--- src/rtl/ppu_ri_master_if.sv ---
// CPU-side request bus, DMA memory port and PPU register interface of ppu_ri_master.
// The master modport is the block itself; slave is the CPU/memory/PPU environment.
interface ppu_ri_master_if;
  logic        req;
  logic [15:0] req_a;
  logic        req_r_nw;
  logic [7:0]  req_din;
  logic [7:0]  req_dout;
  logic        req_rdy;
  logic        busy;
  logic        dma_active;
  logic [15:0] mem_a;
  logic        mem_rd;
  logic [7:0]  mem_din;
  logic [2:0]  ri_sel;
  logic        ri_ncs;
  logic        ri_r_nw;
  logic [7:0]  ri_din;
  logic [7:0]  ri_dout;

  modport master (
    input  req, req_a, req_r_nw, req_din, mem_din, ri_dout,
    output req_dout, req_rdy, busy, dma_active, mem_a, mem_rd,
           ri_sel, ri_ncs, ri_r_nw, ri_din
  );

  modport slave (
    output req, req_a, req_r_nw, req_din, mem_din, ri_dout,
    input  req_dout, req_rdy, busy, dma_active, mem_a, mem_rd,
           ri_sel, ri_ncs, ri_r_nw, ri_din
  );
endinterface

--- src/rtl/ppu_ri_master.sv ---
// Bridges CPU accesses onto the PPU register interface with fixed chip-select timing,
// and runs 256-byte sprite DMA from memory into PPU register 4.
module ppu_ri_master #(
  parameter int unsigned CS_LOW_CYCLES  = 4,
  parameter int unsigned CS_HIGH_CYCLES = 2
) (
  input  logic             clk,
  input  logic             rst,
  ppu_ri_master_if.master  bus_io
);

  typedef enum logic [2:0] {StIdle, StCsLow, StCsHigh, StDmaRd, StDmaCap} state_e;

  localparam logic [3:0] LowLast  = 4'(CS_LOW_CYCLES - 1);
  localparam logic [3:0] HighLast = 4'(CS_HIGH_CYCLES - 1);

  state_e      state_q, state_d;
  logic [3:0]  cnt_q, cnt_d;
  logic [7:0]  idx_q, idx_d;
  logic        last_q, last_d;
  logic        dma_q, dma_d;
  logic [7:0]  page_q, page_d;
  logic [2:0]  ri_sel_q, ri_sel_d;
  logic        ri_ncs_q, ri_ncs_d;
  logic        ri_r_nw_q, ri_r_nw_d;
  logic [7:0]  ri_din_q, ri_din_d;
  logic [7:0]  req_dout_q, req_dout_d;
  logic        req_rdy_q, req_rdy_d;
  logic        busy_q, busy_d;
  logic [15:0] mem_a_q, mem_a_d;
  logic        mem_rd_q, mem_rd_d;

  always_comb begin
    state_d    = state_q;
    cnt_d      = cnt_q;
    idx_d      = idx_q;
    last_d     = last_q;
    dma_d      = dma_q;
    page_d     = page_q;
    ri_sel_d   = ri_sel_q;
    ri_r_nw_d  = ri_r_nw_q;
    ri_din_d   = ri_din_q;
    req_dout_d = req_dout_q;
    req_rdy_d  = 1'b0;
    mem_a_d    = mem_a_q;

    unique case (state_q)
      StIdle: begin
        if (bus_io.req) begin
          if (bus_io.req_a[15:13] == 3'b001) begin
            state_d   = StCsLow;
            cnt_d     = LowLast;
            ri_sel_d  = bus_io.req_a[2:0];
            ri_r_nw_d = bus_io.req_r_nw;
            ri_din_d  = bus_io.req_din;
          end else if (bus_io.req_a == 16'h4014 && !bus_io.req_r_nw) begin
            state_d = StDmaRd;
            dma_d   = 1'b1;
            last_d  = 1'b0;
            page_d  = bus_io.req_din;
            idx_d   = 8'h00;
            mem_a_d = {bus_io.req_din, 8'h00};
          end else begin
            req_rdy_d  = 1'b1;
            req_dout_d = 8'h00;
          end
        end
      end
      StCsLow: begin
        if (cnt_q == 4'd0) begin
          state_d = StCsHigh;
          cnt_d   = HighLast;
          if (!dma_q) begin
            req_rdy_d = 1'b1;
            if (ri_r_nw_q) req_dout_d = bus_io.ri_dout;
          end
        end else begin
          cnt_d = cnt_q - 4'd1;
        end
      end
      StCsHigh: begin
        if (cnt_q == 4'd0) begin
          if (dma_q && !last_q) begin
            state_d = StDmaRd;
            idx_d   = idx_q + 8'd1;
            mem_a_d = {page_q, idx_q + 8'd1};
          end else begin
            state_d = StIdle;
            idx_d   = 8'h00;
          end
        end else begin
          cnt_d = cnt_q - 4'd1;
        end
      end
      StDmaRd: state_d = StDmaCap;
      StDmaCap: begin
        state_d   = StCsLow;
        cnt_d     = LowLast;
        ri_din_d  = bus_io.mem_din;
        ri_sel_d  = 3'h4;
        ri_r_nw_d = 1'b0;
        // Separate flag so the 8-bit index can wrap without a 257th byte.
        last_d    = (idx_q == 8'hFF);
      end
      default: state_d = StIdle;
    endcase

    // DMA completes on the final CS_HIGH clock of the last byte.
    if (dma_q && last_q && state_d == StCsHigh && cnt_d == 4'd0) req_rdy_d = 1'b1;
    if (state_d == StIdle) dma_d = 1'b0;

    ri_ncs_d = (state_d != StCsLow);
    busy_d   = (state_d != StIdle);
    mem_rd_d = (state_d == StDmaRd);
  end

  always_ff @(posedge clk or posedge rst) begin
    if (rst) begin
      state_q    <= StIdle;
      cnt_q      <= 4'd0;
      idx_q      <= 8'h00;
      last_q     <= 1'b0;
      dma_q      <= 1'b0;
      page_q     <= 8'h00;
      ri_sel_q   <= 3'd0;
      ri_ncs_q   <= 1'b1;
      ri_r_nw_q  <= 1'b1;
      ri_din_q   <= 8'h00;
      req_dout_q <= 8'h00;
      req_rdy_q  <= 1'b0;
      busy_q     <= 1'b0;
      mem_a_q    <= 16'h0000;
      mem_rd_q   <= 1'b0;
    end else begin
      state_q    <= state_d;
      cnt_q      <= cnt_d;
      idx_q      <= idx_d;
      last_q     <= last_d;
      dma_q      <= dma_d;
      page_q     <= page_d;
      ri_sel_q   <= ri_sel_d;
      ri_ncs_q   <= ri_ncs_d;
      ri_r_nw_q  <= ri_r_nw_d;
      ri_din_q   <= ri_din_d;
      req_dout_q <= req_dout_d;
      req_rdy_q  <= req_rdy_d;
      busy_q     <= busy_d;
      mem_a_q    <= mem_a_d;
      mem_rd_q   <= mem_rd_d;
    end
  end

  assign bus_io.req_dout   = req_dout_q;
  assign bus_io.req_rdy    = req_rdy_q;
  assign bus_io.busy       = busy_q;
  assign bus_io.dma_active = dma_q;
  assign bus_io.mem_a      = mem_a_q;
  assign bus_io.mem_rd     = mem_rd_q;
  assign bus_io.ri_sel     = ri_sel_q;
  assign bus_io.ri_ncs     = ri_ncs_q;
  assign bus_io.ri_r_nw    = ri_r_nw_q;
  assign bus_io.ri_din     = ri_din_q;

endmodule

--- src/flat_wrapper.sv ---
// flat-port wrapper written by rule: the top's interface ports become plain ports
module ppu_ri_master_flat 
#(
  parameter int unsigned CS_LOW_CYCLES  = 4,
  parameter int unsigned CS_HIGH_CYCLES = 2
)
  (clk, rst, bus_io_req, bus_io_req_a, bus_io_req_r_nw, bus_io_req_din, bus_io_mem_din, bus_io_ri_dout, bus_io_req_dout, bus_io_req_rdy, bus_io_busy, bus_io_dma_active, bus_io_mem_a, bus_io_mem_rd, bus_io_ri_sel, bus_io_ri_ncs, bus_io_ri_r_nw, bus_io_ri_din);
  ppu_ri_master_if bus_io_i ();
  input  logic clk;
  input  logic rst;
  input wire logic [$bits(bus_io_i.req)-1:0] bus_io_req;
  input wire logic [$bits(bus_io_i.req_a)-1:0] bus_io_req_a;
  input wire logic [$bits(bus_io_i.req_r_nw)-1:0] bus_io_req_r_nw;
  input wire logic [$bits(bus_io_i.req_din)-1:0] bus_io_req_din;
  input wire logic [$bits(bus_io_i.mem_din)-1:0] bus_io_mem_din;
  input wire logic [$bits(bus_io_i.ri_dout)-1:0] bus_io_ri_dout;
  output wire logic [$bits(bus_io_i.req_dout)-1:0] bus_io_req_dout;
  output wire logic [$bits(bus_io_i.req_rdy)-1:0] bus_io_req_rdy;
  output wire logic [$bits(bus_io_i.busy)-1:0] bus_io_busy;
  output wire logic [$bits(bus_io_i.dma_active)-1:0] bus_io_dma_active;
  output wire logic [$bits(bus_io_i.mem_a)-1:0] bus_io_mem_a;
  output wire logic [$bits(bus_io_i.mem_rd)-1:0] bus_io_mem_rd;
  output wire logic [$bits(bus_io_i.ri_sel)-1:0] bus_io_ri_sel;
  output wire logic [$bits(bus_io_i.ri_ncs)-1:0] bus_io_ri_ncs;
  output wire logic [$bits(bus_io_i.ri_r_nw)-1:0] bus_io_ri_r_nw;
  output wire logic [$bits(bus_io_i.ri_din)-1:0] bus_io_ri_din;
  assign bus_io_i.req = bus_io_req;
  assign bus_io_i.req_a = bus_io_req_a;
  assign bus_io_i.req_r_nw = bus_io_req_r_nw;
  assign bus_io_i.req_din = bus_io_req_din;
  assign bus_io_i.mem_din = bus_io_mem_din;
  assign bus_io_i.ri_dout = bus_io_ri_dout;
  assign bus_io_req_dout = bus_io_i.req_dout;
  assign bus_io_req_rdy = bus_io_i.req_rdy;
  assign bus_io_busy = bus_io_i.busy;
  assign bus_io_dma_active = bus_io_i.dma_active;
  assign bus_io_mem_a = bus_io_i.mem_a;
  assign bus_io_mem_rd = bus_io_i.mem_rd;
  assign bus_io_ri_sel = bus_io_i.ri_sel;
  assign bus_io_ri_ncs = bus_io_i.ri_ncs;
  assign bus_io_ri_r_nw = bus_io_i.ri_r_nw;
  assign bus_io_ri_din = bus_io_i.ri_din;
  ppu_ri_master #(.CS_LOW_CYCLES(CS_LOW_CYCLES), .CS_HIGH_CYCLES(CS_HIGH_CYCLES)) u_core (.clk(clk), .rst(rst), .bus_io(bus_io_i));
endmodule
--- config.mk ---
export PLATFORM = sky130hd
export DESIGN_NAME = ppu_ri_master_flat
export DESIGN_NICKNAME = d
export VERILOG_FILES = /design/src/rtl/ppu_ri_master_if.sv /design/src/rtl/ppu_ri_master.sv /design/src/flat_wrapper.sv
export SDC_FILE = /design/constraint.sdc
export NUM_CORES = 1
export LEC_CHECK = 0
export CORE_ASPECT_RATIO = 1.25
export CORE_MARGIN = 10
export CORE_UTILIZATION = 26
export CTS_CLUSTER_DIAMETER = 50
export DETAILED_ROUTE_END_ITERATION = 8
export GPL_ROUTABILITY_DRIVEN = 0
export GPL_TIMING_DRIVEN = 0
export SYNTH_ARGS = -nofsm -noshare
export SYNTH_HDL_FRONTEND = slang
export SYNTH_SLANG_ARGS = --single-unit
--- constraint.sdc ---
create_clock -name clk -period 7.6 [get_ports clk]
set_input_delay 1.52 -clock clk [delete_from_list [all_inputs] [get_ports clk]]
set_output_delay 1.52 -clock clk [all_outputs]
set_load 0.01 [all_outputs]
# --- Yosys cells after proc, flatten, opt, wreduce, memory -nomap -nowiden ---
# Cells that the tools add are included.
# Widths: inputs -> output; s select.
op_classes:
  n_reduce_logical: 25
  n_addsub: 2
  n_eq_ne: 21
  bitwise: 1
  mux: 56
op_table:
  columns: ["cell", "count"]
  rows:
  - ["$mux 8", 13]
  - ["$mux 16", 5]
  - ["$pmux 8 s2", 3]
  - ["$pmux 16 s2", 1]
  - ["$mux 3", 7]
  - ["$eq 16x15->1 const B", 1]
  - ["$mux 1", 16]
  - ["$mux 4", 4]
  - ["$pmux 4 s4", 1]
  - ["$pmux 3 s5", 1]
  - ["$eq 3x2->1 const B", 4]
  - ["$ne 2x1->1 const B", 6]
  - ["$reduce_and 4->1", 3]
  - ["$reduce_bool 2->1", 6]
  - ["$ne 2x2->1 const B", 5]
  - ["$add 8x1->8 const B", 1]
  - ["$eq 8x8->1 const B", 1]
  - ["$logic_not 4->1", 2]
  - ["$reduce_and 7->1", 1]
  - ["$eq 3x1->1 const B", 2]
  - ["$logic_not 3->1", 2]
  - ["$pmux 1 s2", 3]
  - ["$pmux 3 s2", 1]
  - ["$reduce_and 6->1", 1]
  - ["10 further kinds", 15]
totals:
  wordCells: 120
  output_inout_bits: 41
  regBits: 65

# --- Longest topological paths before layout ---
# Gate-level depths: netlist (run 1).
logic_depth:
  word_depth: 10
  ltp_mapped: 11
  ltp_nobuf: 11

# --- Worst setup path before layout (run 1) ---
# OpenSTA, ideal clock, no wires.
synth_timing:
  path_type: "input-to-reg"
  from: "input bus_io_req_a[15]"
  to: "register u_core.page_q[0]"
  n_path_buf: 0
  setup_slack_ns: 4.613
  cell_stages: 4
  arrival_time_ns: 2.862
  setup_time_ns: 0.125
  cell_sequence: "nor4_1 -> nand3b_1 -> nor4_4 -> mux2_2"
synth_via:
  elab_chain_cells: 3
synth_lines:
  columns: ["element", "line", "rtl"]
  rows:
  - ["from (decl)", "flat_wrapper.sv:12", "input wire logic [$bits(bus_io_i.req_a)-1:0] bus_io_req_a;"]
  - ["$eq 16x15->1 / $eq 3x1->1 (equally long branches)", "ppu_ri_master.sv:56, ppu_ri_master.sv:50", null]
  - ["$logic_and 1x1->1 / $not 1->1 (equally long branches)", null, null]
  - ["$reduce_and 4->1 (no source line) (*)", null, null]
  - ["to (signal assigned)", "ppu_ri_master.sv:140", "page_q <= page_d;"]
  - ["to (decl)", "ppu_ri_master.sv:22", "logic [7:0] page_q, page_d;"]
# Mark *: on every way between the ends. The rest lies on a longest branch, timed or not.
# A chain may end at the register's enable or synchronous reset.

# --- Worst setup path after layout (run 1) ---
layout_timing:
  from: "input bus_io_req_a[15]"
  to: "register u_core.req_rdy_q, in the netlist u_core.bus_io.req_rdy"
layout_via:
  elab_chain_cells: 10
layout_lines:
  columns: ["element", "line", "rtl"]
  rows:
  - ["$eq 16x15->1", "ppu_ri_master.sv:56", "end else if (bus_io.req_a == 16'h4014 && !bus_io.req_r_nw) begin"]
  - ["$logic_and 1x1->1", "ppu_ri_master.sv:56", null]
  - ["$mux 3", "ppu_ri_master.sv:56", null]
  - ["$mux 3 (*)", "ppu_ri_master.sv:50", "if (bus_io.req_a[15:13] == 3'b001) begin"]
  - ["$mux 3 (*)", "ppu_ri_master.sv:49", "if (bus_io.req) begin"]
  - ["$pmux 3 s5 (*)", "ppu_ri_master.sv:47", "unique case (state_q)"]
  - ["via u_core.state_d[1]", "ppu_ri_master.sv:17", "state_e state_q, state_d;"]
  - ["$eq 3x2->1 (*)", "ppu_ri_master.sv:109", "if (dma_q && last_q && state_d == StCsHigh && cnt_d == 4'd0) req_rdy_d = 1'b1;"]
  - ["$logic_and 1x1->1 (*) (2 in a row)", "ppu_ri_master.sv:109", null]
  - ["$mux 1 (*)", "ppu_ri_master.sv:109", null]
  - ["via u_core.req_rdy_d", "ppu_ri_master.sv:28", "logic req_rdy_q, req_rdy_d;"]
  - ["to (signal assigned)", "ppu_ri_master.sv:146", "req_rdy_q <= req_rdy_d;"]
  - ["to (decl)", "ppu_ri_master.sv:28", null]
# The timed path passes the listed nets; every way through them passes the cells marked *.

==> impl_metrics.xml, run 1 <==
<?xml version="1.0" encoding="UTF-8"?>
<metrics>
  <group name="outcome">
    <metric name="run_status" unit="">completed</metric>
  </group>
  <group name="finish">
    <metric name="final_core_occ" unit="%">37.8</metric>
    <metric name="num_antenna_cells" unit="">0</metric>
    <metric name="share_of_cells_above_drive_strength_1" unit="%">11.2</metric>
    <metric name="finish.net_count" unit="">471</metric>
    <metric name="multi_input_comb_area" unit="sq mm">0.00150</metric>
    <metric name="layoutNonFillerInstCount" unit="">593</metric>
    <metric name="seqCellArea" unit="sq mm">0.00163</metric>
    <metric name="layout.filler_cells" unit="">1200</metric>
    <metric name="syn2layout_area_growth" unit="%">41.9</metric>
  </group>
  <group name="clock_tree">
    <metric name="worst_setup_hold_path_clk_slew" unit="ns">0.06</metric>
    <metric name="post-cts-setup-buffers" unit="">0</metric>
    <metric name="postCtsHoldBufs" unit="">0</metric>
    <metric name="cts_num_sinks" unit="">65</metric>
    <metric name="cts_tree" unit="">yes</metric>
    <metric name="cts-resized-gates" unit="">0</metric>
    <metric name="ctsHtreeMaxLevel" unit="">3</metric>
    <metric name="cts.path.max_buffers" unit="">2</metric>
    <metric name="clock_insertion_delay_worst_skew" unit="ns">0.32</metric>
    <metric name="cts_made_buffers" unit="">9</metric>
    <metric name="clock_tree.root_cell" unit="">sky130_fd_sc_hd__clkbuf_16</metric>
  </group>
  <group name="yosys">
    <metric name="synth_enable_flop_cells" unit="">0</metric>
    <metric name="synth_fp_nets" unit="">375</metric>
    <metric name="yosysUniqueCellTypes" unit="">50</metric>
    <metric name="synth.cell_area" unit="sq mm">0.00325</metric>
    <metric name="synth_seq_area_share" unit="%">50.1</metric>
    <metric name="synth_async_sr_flop_share" unit="%">100</metric>
    <metric name="yosys_most_used_dff" unit="">sky130_fd_sc_hd__dfrtp_1</metric>
    <metric name="syn_avg_cell_area" unit="sq um">9.91</metric>
    <metric name="netlist_instances" unit="">328</metric>
    <metric name="synth.ff_latch_count" unit="">65</metric>
    <metric name="yosysWarningCount" unit="">0</metric>
  </group>
  <group name="placed_design">
    <metric name="detailedPlacementHpwl" unit="mm">7.06</metric>
    <metric name="place.detailed.instances" unit="">577</metric>
    <metric name="numPortBuffers" unit="">84</metric>
  </group>
  <group name="floorplan">
    <metric name="design.core.area" unit="sq mm">0.0122</metric>
    <metric name="die_h" unit="microns">145</metric>
    <metric name="ios" unit="">85</metric>
    <metric name="start_util" unit="%">26.6</metric>
    <metric name="floorplan.die.width" unit="microns">120</metric>
    <metric name="design.die.area" unit="sq mm">0.0174</metric>
    <metric name="fp-row-count" unit="">45</metric>
  </group>
  <group name="setup_path">
    <metric name="cell_with_the_largest_stage_delay_on_the_worst_path" unit="">sky130_fd_sc_hd__nor4_4</metric>
    <metric name="critical_path.max_stage_delay" unit="ns">0.66</metric>
    <metric name="worst_ep_required_time" unit="ns">7.81</metric>
    <metric name="cp_max_fo" unit="">10</metric>
    <metric name="critical_path.endpoint_type" unit="">flop</metric>
    <metric name="critical_path_class" unit="">input port to flop</metric>
    <metric name="critPathLaunchType" unit="">input port</metric>
    <metric name="critical_path.cell_chain" unit="">clkdlybuf4s50_1, nor4_1, nand3b_1, nor4_4, a211o_1, nand2_1, o31ai_2</metric>
    <metric name="worst-endpoint-arrival" unit="ns">3.81</metric>
  </group>
  <group name="pwr">
    <metric name="clock_share_of_power" unit="%">26.5</metric>
    <metric name="share_comb_of_total_power" unit="%">41.1</metric>
    <metric name="p_int" unit="uW">983</metric>
    <metric name="finalPower" unit="mW">1.54</metric>
    <metric name="power_switching" unit="uW">556</metric>
    <metric name="power.leakage" unit="nW">1.99</metric>
    <metric name="swShare" unit="%">36.1</metric>
    <metric name="peakVddDrop" unit="uV">146</metric>
    <metric name="power_density_over_the_cells" unit="mW/mm^2">333</metric>
    <metric name="sequentialPowerShare" unit="%">32.4</metric>
  </group>
  <group name="grt">
    <metric name="grt_start_max_net_pins" unit="">43</metric>
    <metric name="first_global_vias" unit="">3022</metric>
    <metric name="grt_first_pass_wirelength" unit="mm">15.4</metric>
    <metric name="number_of_antenna_violations_at_the_first_check_in_global_routing" unit="">0</metric>
    <metric name="grtUsageTotal" unit="%">10.7</metric>
    <metric name="congestion_overflow_gr" unit="">0</metric>
  </group>
  <group name="sta">
    <metric name="total_neg_setup_slack" unit="ns">0</metric>
    <metric name="report.final.hold_viol_count" unit="">0</metric>
    <metric name="fmax" unit="MHz">278</metric>
    <metric name="max_slew_violation_count" unit="">0</metric>
    <metric name="max_slew.worst_pin.slew" unit="ns">0.720</metric>
    <metric name="rsz0062_at_grt" unit="">no</metric>
    <metric name="clock-skew-final" unit="ns">0.00959</metric>
    <metric name="worst_slew_margin_rel" unit="%">51.6</metric>
    <metric name="min_period_over_period" unit="%">47.3</metric>
    <metric name="final.min_clock_period" unit="ns">3.59</metric>
    <metric name="timing.final.setup_violations" unit="">0</metric>
  </group>
  <group name="flow_run">
    <metric name="cap_viol_max_count" unit="">0</metric>
  </group>
  <group name="min_path">
    <metric name="hold_path_class" unit="">flop to flop</metric>
  </group>
  <group name="routing">
    <metric name="detail_route.drc_violations" unit="">0</metric>
    <metric name="wirelength" unit="mm">9.18</metric>
    <metric name="route.detailed.wl_per_inst" unit="microns">15.5</metric>
    <metric name="vias" unit="">2758</metric>
    <metric name="drt_first_iter_violations" unit="">155</metric>
    <metric name="route.detailed.vias_per_inst" unit="">4.65</metric>
    <metric name="detail_route.first_pass.iterations" unit="">4</metric>
    <metric name="antenna_left" unit="">0</metric>
  </group>
</metrics>
==> kinds of logic (layout without fill, tap and decap cells) <==
group / Yosys count / after routing / share of synthesized area (%)
simple gates: 118 / 118 / 19.5
compound gates: 81 / 81 / 15.5
flops: 65 / 65 / 50.1
buf+inv: 29 / 130 / 3.81
mux: 24 / 24 / 7.70
xor+xnor: 7 / 7 / 1.89
fa+ha+maj: 4 / 4 / 1.46
==> per-stage QoR <==
| stage | setup slack [ns] | cell area, sq um | hold slack, ns |
|---|---|---|---|
| after CTS | 3.97 | 4610 | 0.483 |
| after floorplan | 4.46 | 3250 | 0.474 |
| after detailed placement | 3.65 | 4320 | 0.470 |
| final | 4.01 | 4610 | 0.477 |
| after global placement | 3.27 | 4300 | 0.465 |
| after global routing | 3.81 | 4610 | 0.509 |
==> metal layers <==
layer	global-route usage [%]	vias to the layer above	part of all wire, %
met1	12.3	1323	44
met4	2.54	0	1.2
li1	-	1354	-
met3	4.34	10	6.4
met2	17.9	71	49
met5	0	-	0
==> worst paths after layout <==
check                                             from                     end  slack (ns)  cells after the start
worst max register to register         u_core.cnt_q[0]   u_core.bus_io.req_rdy        4.72                     11
max in group asynchronous                          rst    u_core.bus_io.ri_ncs        5.36                      3
min in group asynchronous                          rst    u_core.bus_io.mem_rd        1.57                      2
worst max-delay path                  bus_io_req_a[15]   u_core.bus_io.req_rdy        4.01                      7
worst min register to register  u_core.bus_io.mem_a[5]  u_core.bus_io.mem_a[5]        0.48                      2
worst min-delay path            u_core.bus_io.mem_a[5]  u_core.bus_io.mem_a[5]        0.48                      2
==> cell usage after synthesis, types with 6 or more instances <==
| library cell | instances | area (sq um) |
|---|---|---|
| sky130_fd_sc_hd__clkbuf_1 | 8 | 30.0 |
| sky130_fd_sc_hd__dfrtp_1 | 63 | 1580 |
| sky130_fd_sc_hd__inv_1 | 13 | 48.8 |
| sky130_fd_sc_hd__o21ai_1 | 6 | 30.0 |
| sky130_fd_sc_hd__nor2_1 | 14 | 52.6 |
| sky130_fd_sc_hd__nand2_1 | 44 | 165 |
| sky130_fd_sc_hd__mux2_2 | 8 | 90.1 |
| sky130_fd_sc_hd__nand2b_1 | 6 | 37.5 |
| sky130_fd_sc_hd__buf_2 | 6 | 30.0 |
| sky130_fd_sc_hd__o21ai_0 | 43 | 215 |
| sky130_fd_sc_hd__nand3_1 | 13 | 65.1 |
| sky130_fd_sc_hd__a21oi_1 | 6 | 30.0 |
| sky130_fd_sc_hd__mux2i_1 | 16 | 160 |
==> final cells by class <==
type                    instances  share of cell area (%)
plain buffers                  15                    1.55
clock buffers                   9                    4.88
clock inverters                 7                    1.55
inverters                      14                    1.14
multi-input cells             234                    32.5
flip-flops and latches         65                    35.3
well taps                     164                    4.45
repair buffers                 85                    18.7
==> cells in the final DEF (no fill, tap or decap), drive strengths merged, types with 7 or more instances in the layout <==
master and n:
buf 8, clkbuf 17, clkdlybuf4s50 84, dfrtp 63, inv 14, mux2 8, mux2i 16, nand2 44
nand3 13, nor2 14, nor3 7, o21ai 51, o31ai 10
==> flip-flops by register name, indices dropped and copies added, names as in the netlist <==
register                  count
u_core.bus_io.ri_r_nw         1
u_core.last_q                 1
u_core.bus_io.ri_din          8
u_core.bus_io.ri_sel          3
u_core.cnt_q                  4
u_core.bus_io.mem_rd          1
u_core.bus_io.req_rdy         1
u_core.state_q                3
u_core.bus_io.busy            1
u_core.page_q                 8
u_core.bus_io.dma_active      1
u_core.bus_io.req_dout        8
u_core.bus_io.mem_a          16
u_core.idx_q                  8
u_core.bus_io.ri_ncs          1
==> power by group through the flow <==
stage | Sequential (mW) | Clock, mW | Combinational, mW
6_report | 0.499 | 0.408 | 0.632
2_1_floorplan | 0.529 | 0 | 0.327
5_1_grt | 0.513 | 0.433 | 0.700
4_1_cts | 0.500 | 0.416 | 0.641
3_3_place_gp | 0.502 | 0 | 0.627
3_5_place_dp | 0.505 | 0 | 0.637
==> critical path: cells and delay by family <==
kind | cells | cell delay (ns)
buffers and inverters | 1 | 0.46
AND/OR/NAND/NOR | 4 | 1.33
AO/OA/AOI/OAI | 2 | 0.49
Note: power is estimated with default switching activity, not from simulation.
==> inputs of run 2 (changes only) <==
==> constraint.sdc (replaced) <==
create_clock -name clk -period 3.3 [get_ports clk]
set_input_delay 0.66 -clock clk [delete_from_list [all_inputs] [get_ports clk]]
set_output_delay 0.66 -clock clk [all_outputs]
set_load 0.01 [all_outputs]
==> results of run 2 <==
The final DEF is identical to that of run 1. Status: completed.
Main changes from that run: setup slack after placement 3.65 ns -> 0.209 ns; setup slack after layout 4.01 ns -> 0.416 ns; start point of the critical path bus_io_req_a[15] -> u_core.cnt_q[0]; register-to-register setup slack 4.72 ns -> 0.42 ns; total power 1.54 mW -> 3.54 mW; worst IR drop on VDD 146 uV -> 336 uV
